`config.mk`:
```
export PLATFORM = sky130hd
export DESIGN_NAME = alu_sequencer_flat
export DESIGN_NICKNAME = d
export VERILOG_FILES = /design/src/rtl/alu_sequencer_if.sv /design/src/rtl/alu_sequencer.sv /design/src/flat_wrapper.sv
export SDC_FILE = /design/constraint.sdc
export NUM_CORES = 1
export LEC_CHECK = 0
export CAP_MARGIN = 20
export CELL_PAD_IN_SITES_DETAIL_PLACEMENT = 0
export CELL_PAD_IN_SITES_GLOBAL_PLACEMENT = 1
export CORE_UTILIZATION = 51
export DETAILED_ROUTE_END_ITERATION = 6
export GPL_TIMING_DRIVEN = 1
export HOLD_SLACK_MARGIN = 0.1
export PLACE_DENSITY = 0.76
export SLEW_MARGIN = 20
export SYNTH_ARGS = -nofsm -noshare
export SYNTH_HDL_FRONTEND = slang
export SYNTH_SLANG_ARGS = --single-unit
```
`constraint.sdc`:
```
create_clock -name clk -period 3.8 [get_ports clk]
set_input_delay 0.76 -clock clk [delete_from_list [all_inputs] [get_ports clk]]
set_output_delay 0.76 -clock clk [all_outputs]
set_load 0.01 [all_outputs]
```
`src/rtl/alu_sequencer_if.sv`:
```
// Bundle between the ALU sequencer and its surroundings: program load port,
// run control, ALU command/result path and status.
interface alu_sequencer_if #(
  parameter int unsigned PC_W = 5
);
  logic            load_valid;
  logic [19:0]     load_data;
  logic            load_ready;
  logic            clear;
  logic            start;
  logic            busy;
  logic            done;
  logic [3:0]      alu_op_code;
  logic [15:0]     alu_inputA;
  logic [31:0]     alu_R;
  logic            alu_error;
  logic [31:0]     acc;
  logic [1:0]      err_flags;
  logic [PC_W-1:0] pc;

  // Sequencer side
  modport slave (
    input  load_valid, load_data, clear, start, alu_R, alu_error,
    output load_ready, busy, done, alu_op_code, alu_inputA, acc, err_flags, pc
  );

  // Program loader / ALU side
  modport master (
    output load_valid, load_data, clear, start, alu_R, alu_error,
    input  load_ready, busy, done, alu_op_code, alu_inputA, acc, err_flags, pc
  );
endinterface

```
`src/rtl/alu_sequencer.sv`:
```
// Command initiator for the breadboard ALU: stores a small {op_code, operand}
// program, issues it entry by entry and accumulates the ALU results.
module alu_sequencer #(
  parameter int unsigned DEPTH         = 16,
  parameter bit          HALT_ON_ERROR = 1'b1
) (
  input  logic            clk,
  input  logic            rst_n,
  alu_sequencer_if.slave  bus
);

  localparam int unsigned AW      = $clog2(DEPTH);
  localparam int unsigned PC_W    = AW + 1;
  localparam int unsigned OP_W    = 4;
  localparam int unsigned DATA_W  = 16;
  localparam int unsigned ACC_W   = 32;

  localparam logic [OP_W-1:0] OP_ADD = 4'd0;
  localparam logic [OP_W-1:0] OP_MOD = 4'd1;
  localparam logic [OP_W-1:0] OP_DIV = 4'd2;
  localparam logic [OP_W-1:0] OP_SUB = 4'd8;
  localparam logic [OP_W-1:0] OP_NOP = 4'b1101;

  typedef struct packed {
    logic [OP_W-1:0]   op_code;
    logic [DATA_W-1:0] operand;
  } entry_t;

  typedef enum logic [1:0] {
    S_IDLE,
    S_FETCH,
    S_EXEC,
    S_DONE
  } state_t;

  state_t              state_q, state_d;
  logic [PC_W-1:0]     count_q, count_d;
  logic [PC_W-1:0]     pc_q, pc_d;
  logic [ACC_W-1:0]    acc_q, acc_d;
  logic [1:0]          err_q, err_d;
  logic [1:0]          err_new;
  logic [OP_W-1:0]     op_q, op_d;
  logic [DATA_W-1:0]   a_q, a_d;
  logic                busy_q, busy_d;
  logic                done_q, done_d;
  logic                load_ready_c;
  logic                mem_we;
  entry_t              cur_entry;
  entry_t              mem [DEPTH];

  // Program storage; contents are meaningless beyond count, so no reset
  always_ff @(posedge clk) begin
    if (mem_we) begin
      mem[count_q[AW-1:0]] <= entry_t'(bus.load_data);
    end
  end

  assign cur_entry = mem[pc_q[AW-1:0]];

  // Next-state and next-output logic
  always_comb begin
    state_d      = state_q;
    count_d      = count_q;
    pc_d         = pc_q;
    acc_d        = acc_q;
    err_d        = err_q;
    err_new      = 2'b00;
    op_d         = op_q;
    a_d          = a_q;
    mem_we       = 1'b0;
    load_ready_c = (state_q == S_IDLE) && (count_q < PC_W'(DEPTH)) && !bus.start;

    case (state_q)
      S_IDLE: begin
        // clear beats start, so a combined clear+start runs an empty program
        if (bus.clear) begin
          count_d = '0;
          if (bus.start) begin
            state_d = S_DONE;
          end
        end else if (bus.start) begin
          if (count_q != '0) begin
            pc_d    = '0;
            err_d   = 2'b00;
            state_d = S_FETCH;
          end else begin
            state_d = S_DONE;
          end
        end else if (bus.load_valid && load_ready_c) begin
          mem_we  = 1'b1;
          count_d = count_q + PC_W'(1);
        end
      end

      S_FETCH: begin
        op_d    = cur_entry.op_code;
        a_d     = cur_entry.operand;
        state_d = S_EXEC;
      end

      S_EXEC: begin
        acc_d = bus.alu_R;
        // Divide-by-zero is judged on the divisor the ALU saw this cycle
        if (((op_q == OP_MOD) || (op_q == OP_DIV)) && (acc_q[DATA_W-1:0] == '0)) begin
          err_new[1] = 1'b1;
        end
        if (((op_q == OP_ADD) || (op_q == OP_SUB)) && bus.alu_error) begin
          err_new[0] = 1'b1;
        end
        err_d = err_q | err_new;
        pc_d  = pc_q + PC_W'(1);
        if ((pc_d == count_q) || (HALT_ON_ERROR && (err_new != 2'b00))) begin
          state_d = S_DONE;
          op_d    = OP_NOP;
        end else begin
          state_d = S_FETCH;
        end
      end

      S_DONE: begin
        op_d    = OP_NOP;
        state_d = S_IDLE;
      end

      default: begin
        op_d    = OP_NOP;
        state_d = S_IDLE;
      end
    endcase

    busy_d = (state_d == S_FETCH) || (state_d == S_EXEC);
    done_d = (state_d == S_DONE);
  end

  // State and output registers
  always_ff @(posedge clk or negedge rst_n) begin
    if (!rst_n) begin
      state_q <= S_IDLE;
      count_q <= '0;
      pc_q    <= '0;
      acc_q   <= '0;
      err_q   <= 2'b00;
      op_q    <= OP_NOP;
      a_q     <= '0;
      busy_q  <= 1'b0;
      done_q  <= 1'b0;
    end else begin
      state_q <= state_d;
      count_q <= count_d;
      pc_q    <= pc_d;
      acc_q   <= acc_d;
      err_q   <= err_d;
      op_q    <= op_d;
      a_q     <= a_d;
      busy_q  <= busy_d;
      done_q  <= done_d;
    end
  end

  assign bus.load_ready  = load_ready_c;
  assign bus.busy        = busy_q;
  assign bus.done        = done_q;
  assign bus.alu_op_code = op_q;
  assign bus.alu_inputA  = a_q;
  assign bus.acc         = acc_q;
  assign bus.err_flags   = err_q;
  assign bus.pc          = pc_q;

endmodule

```
`src/flat_wrapper.sv`:
```
// flat-port wrapper written by rule: the top's interface ports become plain ports
module alu_sequencer_flat 
#(
  parameter int unsigned DEPTH         = 16,
  parameter bit          HALT_ON_ERROR = 1'b1
)
  (clk, rst_n, bus_load_valid, bus_load_data, bus_clear, bus_start, bus_alu_R, bus_alu_error, bus_load_ready, bus_busy, bus_done, bus_alu_op_code, bus_alu_inputA, bus_acc, bus_err_flags, bus_pc);
  alu_sequencer_if #(.PC_W(5)) bus_i ();
  input  logic clk;
  input  logic rst_n;
  input wire logic [$bits(bus_i.load_valid)-1:0] bus_load_valid;
  input wire logic [$bits(bus_i.load_data)-1:0] bus_load_data;
  input wire logic [$bits(bus_i.clear)-1:0] bus_clear;
  input wire logic [$bits(bus_i.start)-1:0] bus_start;
  input wire logic [$bits(bus_i.alu_R)-1:0] bus_alu_R;
  input wire logic [$bits(bus_i.alu_error)-1:0] bus_alu_error;
  output wire logic [$bits(bus_i.load_ready)-1:0] bus_load_ready;
  output wire logic [$bits(bus_i.busy)-1:0] bus_busy;
  output wire logic [$bits(bus_i.done)-1:0] bus_done;
  output wire logic [$bits(bus_i.alu_op_code)-1:0] bus_alu_op_code;
  output wire logic [$bits(bus_i.alu_inputA)-1:0] bus_alu_inputA;
  output wire logic [$bits(bus_i.acc)-1:0] bus_acc;
  output wire logic [$bits(bus_i.err_flags)-1:0] bus_err_flags;
  output wire logic [$bits(bus_i.pc)-1:0] bus_pc;
  assign bus_i.load_valid = bus_load_valid;
  assign bus_i.load_data = bus_load_data;
  assign bus_i.clear = bus_clear;
  assign bus_i.start = bus_start;
  assign bus_i.alu_R = bus_alu_R;
  assign bus_i.alu_error = bus_alu_error;
  assign bus_load_ready = bus_i.load_ready;
  assign bus_busy = bus_i.busy;
  assign bus_done = bus_i.done;
  assign bus_alu_op_code = bus_i.alu_op_code;
  assign bus_alu_inputA = bus_i.alu_inputA;
  assign bus_acc = bus_i.acc;
  assign bus_err_flags = bus_i.err_flags;
  assign bus_pc = bus_i.pc;
  alu_sequencer #(.DEPTH(DEPTH), .HALT_ON_ERROR(HALT_ON_ERROR)) u_core (.clk(clk), .rst_n(rst_n), .bus(bus_i));
endmodule
```
# After elaboration in Yosys (flattened, before gate mapping)
# Memory sizes are Yosys's and may differ from the RTL's.
# Cells that the tools add are included.
totals:
  ff_bits: 68
  ram_bits: 320
  input_bits: 58
  out_inout_bits: 62
  elab_cells: 79
  n_memories: 1
memory_table:
  columns: ["memory", "depth", "width", "read_ports", "rd_ports_with_merged_regs", "wr", "line_no", "source"]
  rows:
  - ["u_core.mem", 16, 20, 1, 0, 1, "alu_sequencer.sv:49", "entry_t mem [DEPTH];"]
classes:
  add_sub_neg: 2
  magnitude_cmp: 1
  eq_ne: 15
  muxes: 29
  n_bitwise: 1
  n_reduce_logical: 21
op_table:
  columns: ["operator", "n"]
  rows:
  - ["$mux 5", 6]
  - ["$logic_not 16->1", 1]
  - ["$mux 2", 8]
  - ["$pmux 4 s3", 1]
  - ["$add 5x1->5 const B", 2]
  - ["$mux 1", 10]
  - ["$pmux 5 s2", 1]
  - ["$eq 2x2->1 const B", 4]
  - ["$ne 2x2->1 const B", 4]
  - ["$pmux 2 s4", 1]
  - ["$reduce_bool 2->1", 3]
  - ["$eq 5x5->1", 1]
  - ["$logic_and 1x1->1", 5]
  - ["$lt 5x5->1 const B", 1]
  - ["$reduce_bool 5->1", 1]
  - ["$eq 2x1->1 const B", 2]
  - ["$eq 4x1->1 const B", 1]
  - ["$eq 4x2->1 const B", 1]
  - ["$eq 4x4->1 const B", 1]
  - ["$logic_not 4->1", 1]
  - ["$logic_or 1x1->1", 4]
  - ["$mux 4", 1]
  - ["$pmux 2 s2", 1]
  - ["$reduce_and 4->1", 1]
  - ["other kinds (7)", 7]

# Logic depth before layout (Yosys ltp)
# Gate-level depths: netlist of the first run.
depth:
  depth_word: 11
  ltp_mapped: 8
  ltp_nobuf: 7

# Worst setup path after synthesis of the first run
# No wires, ideal clock.
synth_path:
  kind: "input to register"
  startpoint: "input port bus_start"
  endpoint: "memory u_core.mem[0][0] (netlist name), enable pin"
  setup_time_ps: 422
  arrival_ps: 3159
  t_required_ps: 3378
  slack_ps: 219
  path_stages: 4
  n_path_buf: 0
  cell_sequence: "or4_1 > nor3_1 > nand2_1 > nor3_1"
synth_via:
  elab_chain_cells: 9
synth_rtl:
  columns: ["item", "line_no", "source"]
  rows:
  - ["start: declaration", "flat_wrapper.sv:14", "input wire logic [$bits(bus_i.start)-1:0] bus_start;"]
  - ["$logic_not 1->1", "alu_sequencer.sv:71", "load_ready_c = (state_q == S_IDLE) && (count_q < PC_W'(DEPTH)) && !bus.start;"]
  - ["$logic_and 1x1->1", "alu_sequencer.sv:71", null]
  - ["$logic_and 1x1->1", "alu_sequencer.sv:89", "end else if (bus.load_valid && load_ready_c) begin"]
  - ["$mux 1", "alu_sequencer.sv:89", null]
  - ["$mux 1 (*)", "alu_sequencer.sv:81", "end else if (bus.start) begin"]
  - ["$mux 1 (*)", "alu_sequencer.sv:76", "if (bus.clear) begin"]
  - ["$mux 1 (*)", "alu_sequencer.sv:73", "case (state_q)"]
  - ["$mux 1 (*)", "alu_sequencer.sv:53", "if (mem_we) begin"]
  - ["$mux 1 (not written as such) (*)", "alu_sequencer.sv:54", "mem[count_q[AW-1:0]] <= entry_t'(bus.load_data);"]
  - ["end: declaration", "alu_sequencer.sv:49", null]
# Every way passes the cells marked *; elsewhere a longest branch is shown, timed or not.

# Worst setup path in the final report of the first run
layout_path:
  startpoint: "input port bus_start"
  endpoint: "output port bus_load_ready"
layout_via:
  elab_chain_cells: 2
layout_rtl:
  columns: ["item", "line_no", "source"]
  rows:
  - ["$logic_not 1->1", "alu_sequencer.sv:71", null]
  - ["$logic_and 1x1->1", "alu_sequencer.sv:71", null]
  - ["end: declaration", "flat_wrapper.sv:17", "output wire logic [$bits(bus_i.load_ready)-1:0] bus_load_ready;"]
# Every way passes these cells.

==> flow_metrics.py, run 1 <==
metrics = {
    "clock_tree": {
        "worstSkewPairLatency_ns": 0.53,
        "cts-root-buf": "clkbuf_16",
        "cts_buffers": 40,
        "cts_tree": "built",
        "cts_resized": 0,
        "cts_hold_buf": 0,
        "clockBufferDepth": 3,
        "postCtsSetupRepairBufs": 0,
        "htreeDepth": 2,
        "cts_sinks": 388,
        "cts.clk_slew.worst_paths_ns": 0.05,
    },
    "timing": {
        "slew_viol_final": 0,
        "layout_setup_ws_ns": 0.532,
        "tns_ns": 0,
        "finalHoldViolCount": 0,
        "grt_setup_unrepaired": "false",
        "whs_ns": 0.386,
        "finalCritPeriodShare_pct": 86.0,
        "skew_ns": 0.0152,
        "timing.slew.headroom_pct": 38.1,
        "setup_viol": 0,
        "max_freq_mhz": 306,
        "final.min_clock_period_ns": 3.27,
        "worstMarginPinSlew_ns": 0.929,
    },
    "worst_setup_path": {
        "path_buf_inv": 3,
        "critical_path_class": "input pin to output port",
        "rrSetupSlack_ns": 1.25,
        "worst-path-stages": 4,
        "cpPeakStageDelay_ns": 0.58,
        "worst_setup_path_end_kind": "output port",
        "rr_startpoint": "u_core.bus.pc[0]",
        "critPathRequiredTime_ns": 3.04,
        "cp-start-kind": "input pin",
        "cp_top_family": "buffers and inverters",
        "critPathSlowestCell": "or4_1",
        "worstPathMaxFanout": 5,
        "path_common_cell": "clkdlybuf4s50_1",
        "cp.arrival_ns": 2.51,
        "crit_chain": "clkdlybuf4s50_1 > or4_1 > inv_1 > clkdlybuf4s50_1",
        "r2r_cells": 5,
        "r2r-end": "u_core.bus.alu_inputA[2]",
    },
    "yosys": {
        "synthSimpleGateAreaFrac_pct": 2.61,
        "muxShareOfSynthArea_pct": 17.0,
        "async_flop_share_pct": 17.5,
        "synthFlopType": "edfxtp_1",
        "syn_avg_cell_area_sq_um": 20.4,
        "synth_nets": 804,
        "netlist_instances": 740,
        "synth_cell_type_count": 48,
        "synth-xor-area-share_pct": 0.844,
        "synth-adder-area-share_pct": 0.496,
        "yosysWarnings": 0,
        "ys_ff_latch": 388,
        "syn_area_sq_um": 15100,
        "synth_top_family_by_area": "multiplexers",
        "synth-edff-count": 320,
        "synth-compound-area-share_pct": 2.75,
        "yosysSeqAreaShare_pct": 74.8,
    },
    "floorplan": {
        "core-area_sq_um": 28900,
        "rows": 62,
        "die-area_sq_um": 30300,
        "io_pins": 120,
        "die_h_um": 174,
        "initial_core_util_pct": 52.3,
        "fp.dieW_um": 174,
    },
    "global_route": {
        "grt_max_degree": 69,
        "grt_pass1_vias": 8053,
        "grt_remaining_overflow": 0,
        "grt_pass1_wl_um": 50000,
        "antenna_found_initial": 0,
        "grt_usage_pct": 22.6,
    },
    "status": {
        "outcome": "finished, final reports clean",
    },
    "cells_and_area": {
        "fin_cells": 1305,
        "syn_to_final_growth_pct": 20.8,
        "num_antenna_cells": 0,
        "drive_gt1_share_pct": 26.0,
        "fillers": 1945,
        "nets": 954,
    },
    "route": {
        "wl_per_cell_um": 25.4,
        "postRouteAntennaNets": 0,
        "vias": 7692,
        "firstDrtPassIters": 5,
        "top_layer": "met4",
        "drt-total-wl_um": 33100,
        "met2WireLength_um": 16000,
        "drcViolationCount": 0,
        "viasPerCell": 5.89,
        "met1Wirelength_um": 13900,
        "wl_met3_um": 2160,
        "drtIter0Drc": 741,
    },
    "place": {
        "dp.cells": 1232,
        "hpwl_um": 21300,
        "port_buffers": 119,
        "gp_congestion": 0.820,
        "pre_cts_slack_ns": 0.550,
    },
    "pwr": {
        "leakagePower_uw": 0.00604,
        "power_uw": 12800,
        "ir_worst_vdd_mv": 0.411,
        "powerDensity_nw_per_um2": 699,
    },
    "job": {
        "drv_cap": 0,
    },
    "worst_hold_path": {
        "hold_class": "input pin to async pin",
    },
}
how the worst max path moves through the flow:
stage | from | end
floorplan | bus_start | u_core.mem[0][0]
global placement | bus_start | bus_load_ready
detailed placement | bus_start | bus_load_ready
CTS | bus_start | bus_load_ready
global route | bus_start | bus_load_ready
finish | bus_start | bus_load_ready
flip-flops by register name (all words and copies together) (netlist names):
signal,flops
u_core.mem,320
u_core.bus.acc,32
u_core.bus.alu_inputA,16
u_core.bus.pc,5
u_core.count_q,5
u_core.bus.alu_op_code,4
u_core.bus.err_flags,2
u_core.state_q,2
u_core.bus.busy,1
u_core.bus.done,1
power by group:
part | total (uW) | internal (uW) | switching, uW
Combinational | 3670 | 2000 | 1670
Sequential | 5440 | 5010 | 422
Clock | 3660 | 2130 | 1530
Total | 12800 | 9150 | 3620
synthesized netlist by cell type, types with 2 or more instances:
| cell | number | area, sq um |
|---|---|---|
| o22ai_1 | 2 | 12.5 |
| dfstp_2 | 3 | 78.8 |
| inv_1 | 8 | 30.0 |
| a31oi_1 | 2 | 12.5 |
| or4b_2 | 2 | 20.0 |
| buf_1 | 3 | 11.3 |
| mux2i_1 | 18 | 180 |
| nand3_1 | 4 | 20.0 |
| a22o_1 | 3 | 26.3 |
| xor2_1 | 4 | 35.0 |
| a22oi_1 | 12 | 90.1 |
| buf_6 | 5 | 56.3 |
| nand2_1 | 13 | 48.8 |
| dfrtp_1 | 65 | 1630 |
| or2_2 | 4 | 25.0 |
| buf_4 | 3 | 22.5 |
| nor3_1 | 8 | 40.0 |
| nor2_1 | 26 | 97.6 |
| nand3b_1 | 3 | 22.5 |
| a211oi_1 | 3 | 22.5 |
| buf_2 | 10 | 50.1 |
| clkbuf_1 | 16 | 60.1 |
| a221o_1 | 5 | 50.1 |
| xnor2_1 | 8 | 70.1 |
| o32ai_1 | 3 | 26.3 |
| o21ai_1 | 11 | 55.1 |
| mux2_2 | 52 | 586 |
| nand2b_1 | 6 | 37.5 |
| ha_1 | 6 | 75.1 |
| a21oi_1 | 8 | 40.0 |
| o21ai_0 | 6 | 30.0 |
| or4_1 | 2 | 15.0 |
| nor4_1 | 3 | 18.8 |
| edfxtp_1 | 320 | 9610 |
| mux4_2 | 80 | 1800 |
cells in the final DEF (no fill, tap or decap), types with 15 or more instances in the layout:
cell type / n
buf_12: 15
clkbuf_16: 42
clkdlybuf4s50_1: 118
dfrtp_1: 62
edfxtp_1: 320
mux2_2: 52
mux2i_1: 18
mux4_2: 80
worst reg2reg max path, delay by kind of cell, from the launching register on:
family	cells	cell delay (ns)
muxes	2	1.07
buffers and inverters	1	0.46
DFF	1	0.60
AOI/OAI and AO/OA	2	0.28
layout make-up:
type,instances,area [sq um],share of cell area [%]
clock inverters,16,105,0.575
well taps,384,480,2.63
repair buffers,145,1570,8.60
multi-input cells,307,3630,19.9
flip-flops and latches,388,11300,62.0
inverters,8,30.0,0.164
clock buffers,57,1130,6.17
through the flow:
step | area (sq um) | utilization, %
final | 18300 | 63.1
after global routing | 18300 | 63.1
after CTS | 18300 | 63.1
after detailed placement | 17000 | 58.9
after global placement | 17000 | 58.9
after floorplan | 15100 | -
logic make-up (layout without fill, tap and decap cells):
logic type	Yosys count	in the layout
xor gates and xnor gates	13	13
adders and majority gates	6	6
AOI/OAI and AO/OA	61	61
and+or+nand+nor	77	77
DFF	388	388
buffers and inverters	45	226
muxes	150	150
routing by layer:
layer  GRT usage, %  up-vias
met5              0        -
met1           30.9     4003
met4           7.20        0
met2           36.6      318
li1               -     3322
met3           4.86       49
No activity file was read; power rests on OpenSTA's default activity.
==> run 2: changes to the inputs <==
- CORE_UTILIZATION: 51 -> 55
- DONT_BUFFER_PORTS: default -> 1
- PLACE_DENSITY: 0.76 -> default
- PLACE_DENSITY_LB_ADDON: default -> 0.1
==> flow_metrics.py, run 2 (synthesis gave the netlist of run 1 again) <==
metrics = {
    "status": {
        "outcome": "finished, final reports clean",
    },
    "cells_and_area": {
        "drive_gt1_share_pct": 29.8,
        "num_antenna_cells": 0,
        "multiInputGateArea_sq_um": 3640,
        "fin_area_sq_um": 16900,
        "largest_reg_flops": 320,
        "seq_area_sq_um": 11300,
        "layout_commonest_cell": "edfxtp_1",
        "fillers": 1825,
        "final_cell_mix": "edfxtp_1 (320), mux4_2 (80), dfrtp_1 (62)",
        "fin_cells": 1142,
        "syn_to_final_growth_pct": 11.9,
        "nets": 835,
    },
    "worst_setup_path": {
        "r2r_cells": 5,
        "rr_startpoint": "u_core.state_q[1]",
        "rrSetupSlack_ns": 1.13,
        "r2r-end": "u_core.mem[1][5]",
        "worst_setup_path_end_kind": "register",
        "critPathRequiredTime_ns": 3.99,
        "cp-start-kind": "register",
        "path_buf_inv": 1,
        "worstPathMaxFanout": 20,
        "crit_chain": "or4_1 > nor3_1 > nand2_1 > nor3_2 > buf_4",
        "cp_top_family": "simple AND/OR/NAND/NOR gates",
        "critical_path_class": "register to register",
        "cp.arrival_ns": 2.86,
        "critPathSlowestCell": "or4_1",
        "cpPeakStageDelay_ns": 0.64,
    },
    "clock_tree": {
        "cts-root-buf": "clkbuf_16",
        "cts_tree": "built",
        "clockBufferDepth": 3,
        "cts_sinks": 388,
        "cts_resized": 0,
        "worstSkewPairLatency_ns": 0.52,
        "cts_buffers": 40,
        "htreeDepth": 2,
        "cts.clk_slew.worst_paths_ns": 0.06,
    },
    "global_route": {
        "antenna_found_initial": 0,
        "grt_max_degree": 69,
        "grt_pass1_wl_um": 47200,
        "grt_remaining_overflow": 0,
        "grt_usage_pct": 23.1,
        "grt_pass1_vias": 7482,
    },
    "route": {
        "postRouteAntennaNets": 0,
        "firstDrtPassIters": 4,
        "drtIter0Drc": 558,
        "vias": 7127,
        "viasPerCell": 6.24,
        "drt-total-wl_um": 31200,
        "wl_per_cell_um": 27.3,
        "drcViolationCount": 0,
    },
    "timing": {
        "whs_ns": 0.123,
        "tns_ns": 0,
        "max_freq_mhz": 374,
        "slew_viol_final": 0,
        "finalHoldViolCount": 0,
        "worstMarginPinSlew_ns": 1.05,
        "setup_viol": 0,
        "grt_setup_unrepaired": "false",
        "final.min_clock_period_ns": 2.67,
        "skew_ns": 0.0140,
        "finalCritPeriodShare_pct": 70.4,
        "timing.slew.headroom_pct": 29.9,
    },
    "floorplan": {
        "die-area_sq_um": 28200,
        "fp.dieW_um": 168,
        "die_h_um": 168,
        "core-area_sq_um": 27000,
        "io_pins": 120,
        "rows": 60,
        "initial_core_util_pct": 56.1,
    },
    "place": {
        "placedInstanceArea_sq_um": 15600,
        "dp.cells": 1069,
        "hpwl_um": 19600,
        "port_buffers": 0,
        "gp_congestion": 0.793,
    },
    "pwr": {
        "ir_worst_vdd_mv": 0.471,
        "leakagePower_uw": 0.00556,
        "powerDensity_nw_per_um2": 719,
    },
    "job": {
        "drv_cap": 0,
    },
    "worst_hold_path": {
        "hold_class": "input pin to async pin",
    },
}
run 2: changes by cell type in the layout (fill, tap and decap cells not counted), sizes merged:
cell | before | now
buf | 27 | 26
bufinv | 1 | 4
clkbuf | 57 | 53
clkdlybuf4s50 | 118 | 0
clkinv | 15 | 14
inv | 8 | 9
run 2: area by class of cell:
type                            count  area share, %
Sequential cell                   388           66.9
Multi-Input combinational cell    307           21.5
Clock buffer                       53           6.33
Tap cell                          341           2.52
Timing Repair Buffer               26           1.42
Clock inverter                     19           1.12
Inverter                            8          0.178
run 2: layer usage:
metal	GRT usage (%)	wire [um]	up-vias
met5	0	0	-
met4	6.38	772	0
met3	5.12	1810	52
met2	40.0	16300	234
met1	29.5	12300	3751
li1	-	-	3090
run 2: metrics by stage:
stage | power [uW] | worst slack (ns) | utilization, %
after floorplan | 7760 | 0.219 | -
after global placement | 8460 | 1.00 | 58.0
after detailed placement | 8510 | 0.963 | 58.0
after CTS | 12300 | 1.11 | 62.8
after global routing | 12700 | 0.948 | 62.8
final | 12200 | 1.13 | 62.8
run 2: worst max path at each step:
| stage | start | to | slack, ns | cells past startpoint |
|---|---|---|---|---|
| 2_1_floorplan | bus_start | u_core.mem[0][0] | 0.22 | 4 |
| 3_3_place_gp | bus_start | u_core.mem[3][15] | 1.00 | 5 |
| 3_5_place_dp | bus_start | u_core.mem[1][7] | 0.96 | 5 |
| 4_1_cts | u_core.state_q[1] | u_core.mem[1][1] | 1.11 | 5 |
| 5_1_grt | u_core.state_q[1] | u_core.mem[2][10] | 0.95 | 5 |
| 6_report | u_core.state_q[1] | u_core.mem[1][5] | 1.13 | 5 |
run 2: power breakdown:
| group | switching, uW | internal (uW) |
|---|---|---|
| logic | 1350 | 1450 |
| registers | 567 | 5010 |
| clock network | 1520 | 2250 |
| total | 3440 | 8720 |
run 2: what timing repair did:
item	CTS	global route
hold endpoints to repair	68	0
buffers inserted	0	0
hold buffers	1	0
==> run 3: changes to the inputs <==
- clock period: 3.8 -> 2.7 ns (I/O delays scaled with it)
==> flow_metrics.py, run 3 (synthesis gave the netlist of run 1 again) <==
metrics = {
    "status": {
        "outcome": "finished, final reports clean",
    },
    "route": {
        "postRouteAntennaNets": 0,
        "wl_per_cell_um": 26.6,
        "drtIter0Drc": 691,
        "firstDrtPassIters": 5,
        "drt-total-wl_um": 31300,
        "drcViolationCount": 0,
        "viasPerCell": 6.22,
        "vias": 7304,
    },
    "global_route": {
        "grt_use_met3_pct": 4.70,
        "busiest_layer": "met2",
        "grt_max_degree": 80,
        "grt_use_met1_pct": 33.3,
        "grt_pass1_vias": 7678,
        "grt_pass1_wl_um": 47600,
        "grt_use_met2_pct": 36.5,
        "grt_usage_pct": 23.1,
        "grt_remaining_overflow": 0,
        "antenna_found_initial": 0,
    },
    "floorplan": {
        "initial_core_util_pct": 56.1,
        "die-area_sq_um": 28200,
        "core-area_sq_um": 27000,
        "fp.dieW_um": 168,
        "io_pins": 120,
        "rows": 60,
        "die_h_um": 168,
    },
    "clock_tree": {
        "clockBufferDepth": 3,
        "cts_buffers": 41,
        "cts.clk_slew.worst_paths_ns": 0.07,
        "cts-root-buf": "clkbuf_16",
        "cts_tree": "built",
        "htreeDepth": 2,
        "cts_sinks": 388,
        "worstSkewPairLatency_ns": 0.52,
    },
    "pwr": {
        "ir_worst_vdd_mv": 0.672,
        "p_comb_share_pct": 23.8,
        "pwr-share-seq_pct": 44.0,
        "p_sw_share_pct": 27.7,
        "p_switching_uw": 4880,
        "powerDensity_nw_per_um2": 1010,
        "p_clk_share_pct": 32.1,
        "power.internal_uw": 12700,
        "leakagePower_uw": 0.00578,
    },
    "cells_and_area": {
        "drive_gt1_share_pct": 31.9,
        "syn_to_final_growth_pct": 15.4,
        "num_antenna_cells": 0,
        "final_cell_mix": "edfxtp_1 (320), mux4_2 (80), dfrtp_1 (62)",
        "nets": 868,
        "layout_commonest_cell": "edfxtp_1",
        "fin_cells": 1175,
        "fin_util_pct": 64.8,
        "largest_reg_flops": 320,
    },
    "place": {
        "pre_cts_slack_ns": 0.184,
        "port_buffers": 0,
        "hpwl_um": 19800,
        "dp.cells": 1088,
        "gp_congestion": 0.799,
    },
    "worst_setup_path": {
        "worstPathMaxFanout": 5,
        "startpoint": "u_core.count_q[0]",
        "cp-start-kind": "register",
        "critPathSlowestCell": "or4b_2",
        "cpPeakStageDelay_ns": 0.63,
        "critical_path_class": "register to register",
        "worst_setup_path_end_kind": "register",
        "cp.arrival_ns": 2.81,
        "rr_startpoint": "u_core.count_q[0]",
        "crit_chain": "inv_1 > ha_1 > or4b_2 > a21boi_0 > o21ai_0 > a41oi_1 > ha_1",
        "path_buf_inv": 1,
        "cp_top_family": "simple AND/OR/NAND/NOR gates",
        "critPathRequiredTime_ns": 3.09,
        "path_common_cell": "ha_1",
    },
    "timing": {
        "worstMarginPinSlew_ns": 0.753,
        "setup_viol": 0,
        "finalCritPeriodShare_pct": 89.4,
        "layout_setup_ws_ns": 0.285,
        "timing.slew.headroom_pct": 49.6,
        "finalHoldViolCount": 0,
        "slew_viol_final": 0,
        "grt_setup_unrepaired": "false",
        "max_freq_mhz": 414,
        "skew_ns": 0.0108,
        "tns_ns": 0,
        "final.min_clock_period_ns": 2.41,
    },
    "worst_hold_path": {
        "min-delay-start": "bus_load_data[10]",
        "hold_class": "input pin to register",
    },
    "job": {
        "drv_cap": 0,
    },
}
==> run 3: worst register-to-register path, cell delays in order, from the launching register on <==
cell and delay [ns]:
dfrtp_1 0.43, inv_1 0.16, ha_1 0.22, or4b_2 0.63
a21boi_0 0.20, o21ai_0 0.11, a41oi_1 0.26, ha_1 0.29
==> run 3: cell type report <==
class | count | area (sq um)
Fill cell | 1769 | 9500
Inverter | 8 | 30.0
Clock inverter | 24 | 295
Multi-Input combinational cell | 307 | 3660
Tap cell | 341 | 427
Clock buffer | 49 | 1080
Timing Repair Buffer | 58 | 638
Sequential cell | 388 | 11300
==> run 3: repair_timing <==
action                    CTS  global route
hold endpoints to repair   86            14
hold buffers                8             6
gates resized for setup     0             0
buffers inserted            0             0
==> run 3: metrics by stage <==
| step | hold slack [ns] | instance area (sq um) | total power, uW |
|---|---|---|---|
| after global routing | 0.100 | 17500 | 18400 |
| after CTS | 0.100 | 17400 | 17800 |
| after global placement | 0.246 | 15900 | 12000 |
| after detailed placement | 0.246 | 15900 | 12100 |
| after floorplan | 0.244 | 15100 | 10900 |
| final | 0.118 | 17500 | 17600 |
==> run 3: metal layers <==
metal | vias up | routed length, um | part of all wire [%]
li1 | 3153 | - | -
met1 | 3821 | 13500 | 43
met2 | 283 | 15100 | 48
met3 | 47 | 2070 | 6.6
met4 | 0 | 612 | 2.0
met5 | - | 0 | 0
==> run 3: power groups by stage <==
stage,logic [uW],clock network [uW],registers (uW)
5_1_grt,4560,6000,7820
2_1_floorplan,3250,0,7670
3_5_place_dp,4190,0,7890
3_3_place_gp,4120,0,7870
6_report,4200,5660,7750
4_1_cts,4260,5760,7770
==> run 3: final timing paths <==
kind | to | slack, ns | cells past startpoint
setup / recovery | u_core.bus.busy | 0.29 | 7
hold / removal | u_core.mem[2][10] | 0.12 | 0
setup reg to reg | u_core.bus.busy | 0.29 | 7
hold reg to reg | u_core.bus.acc[19] | 0.57 | 1
max in group asynchronous | u_core.bus.pc[0] | 1.77 | 2
min in group asynchronous | u_core.bus.acc[30] | 0.61 | 2
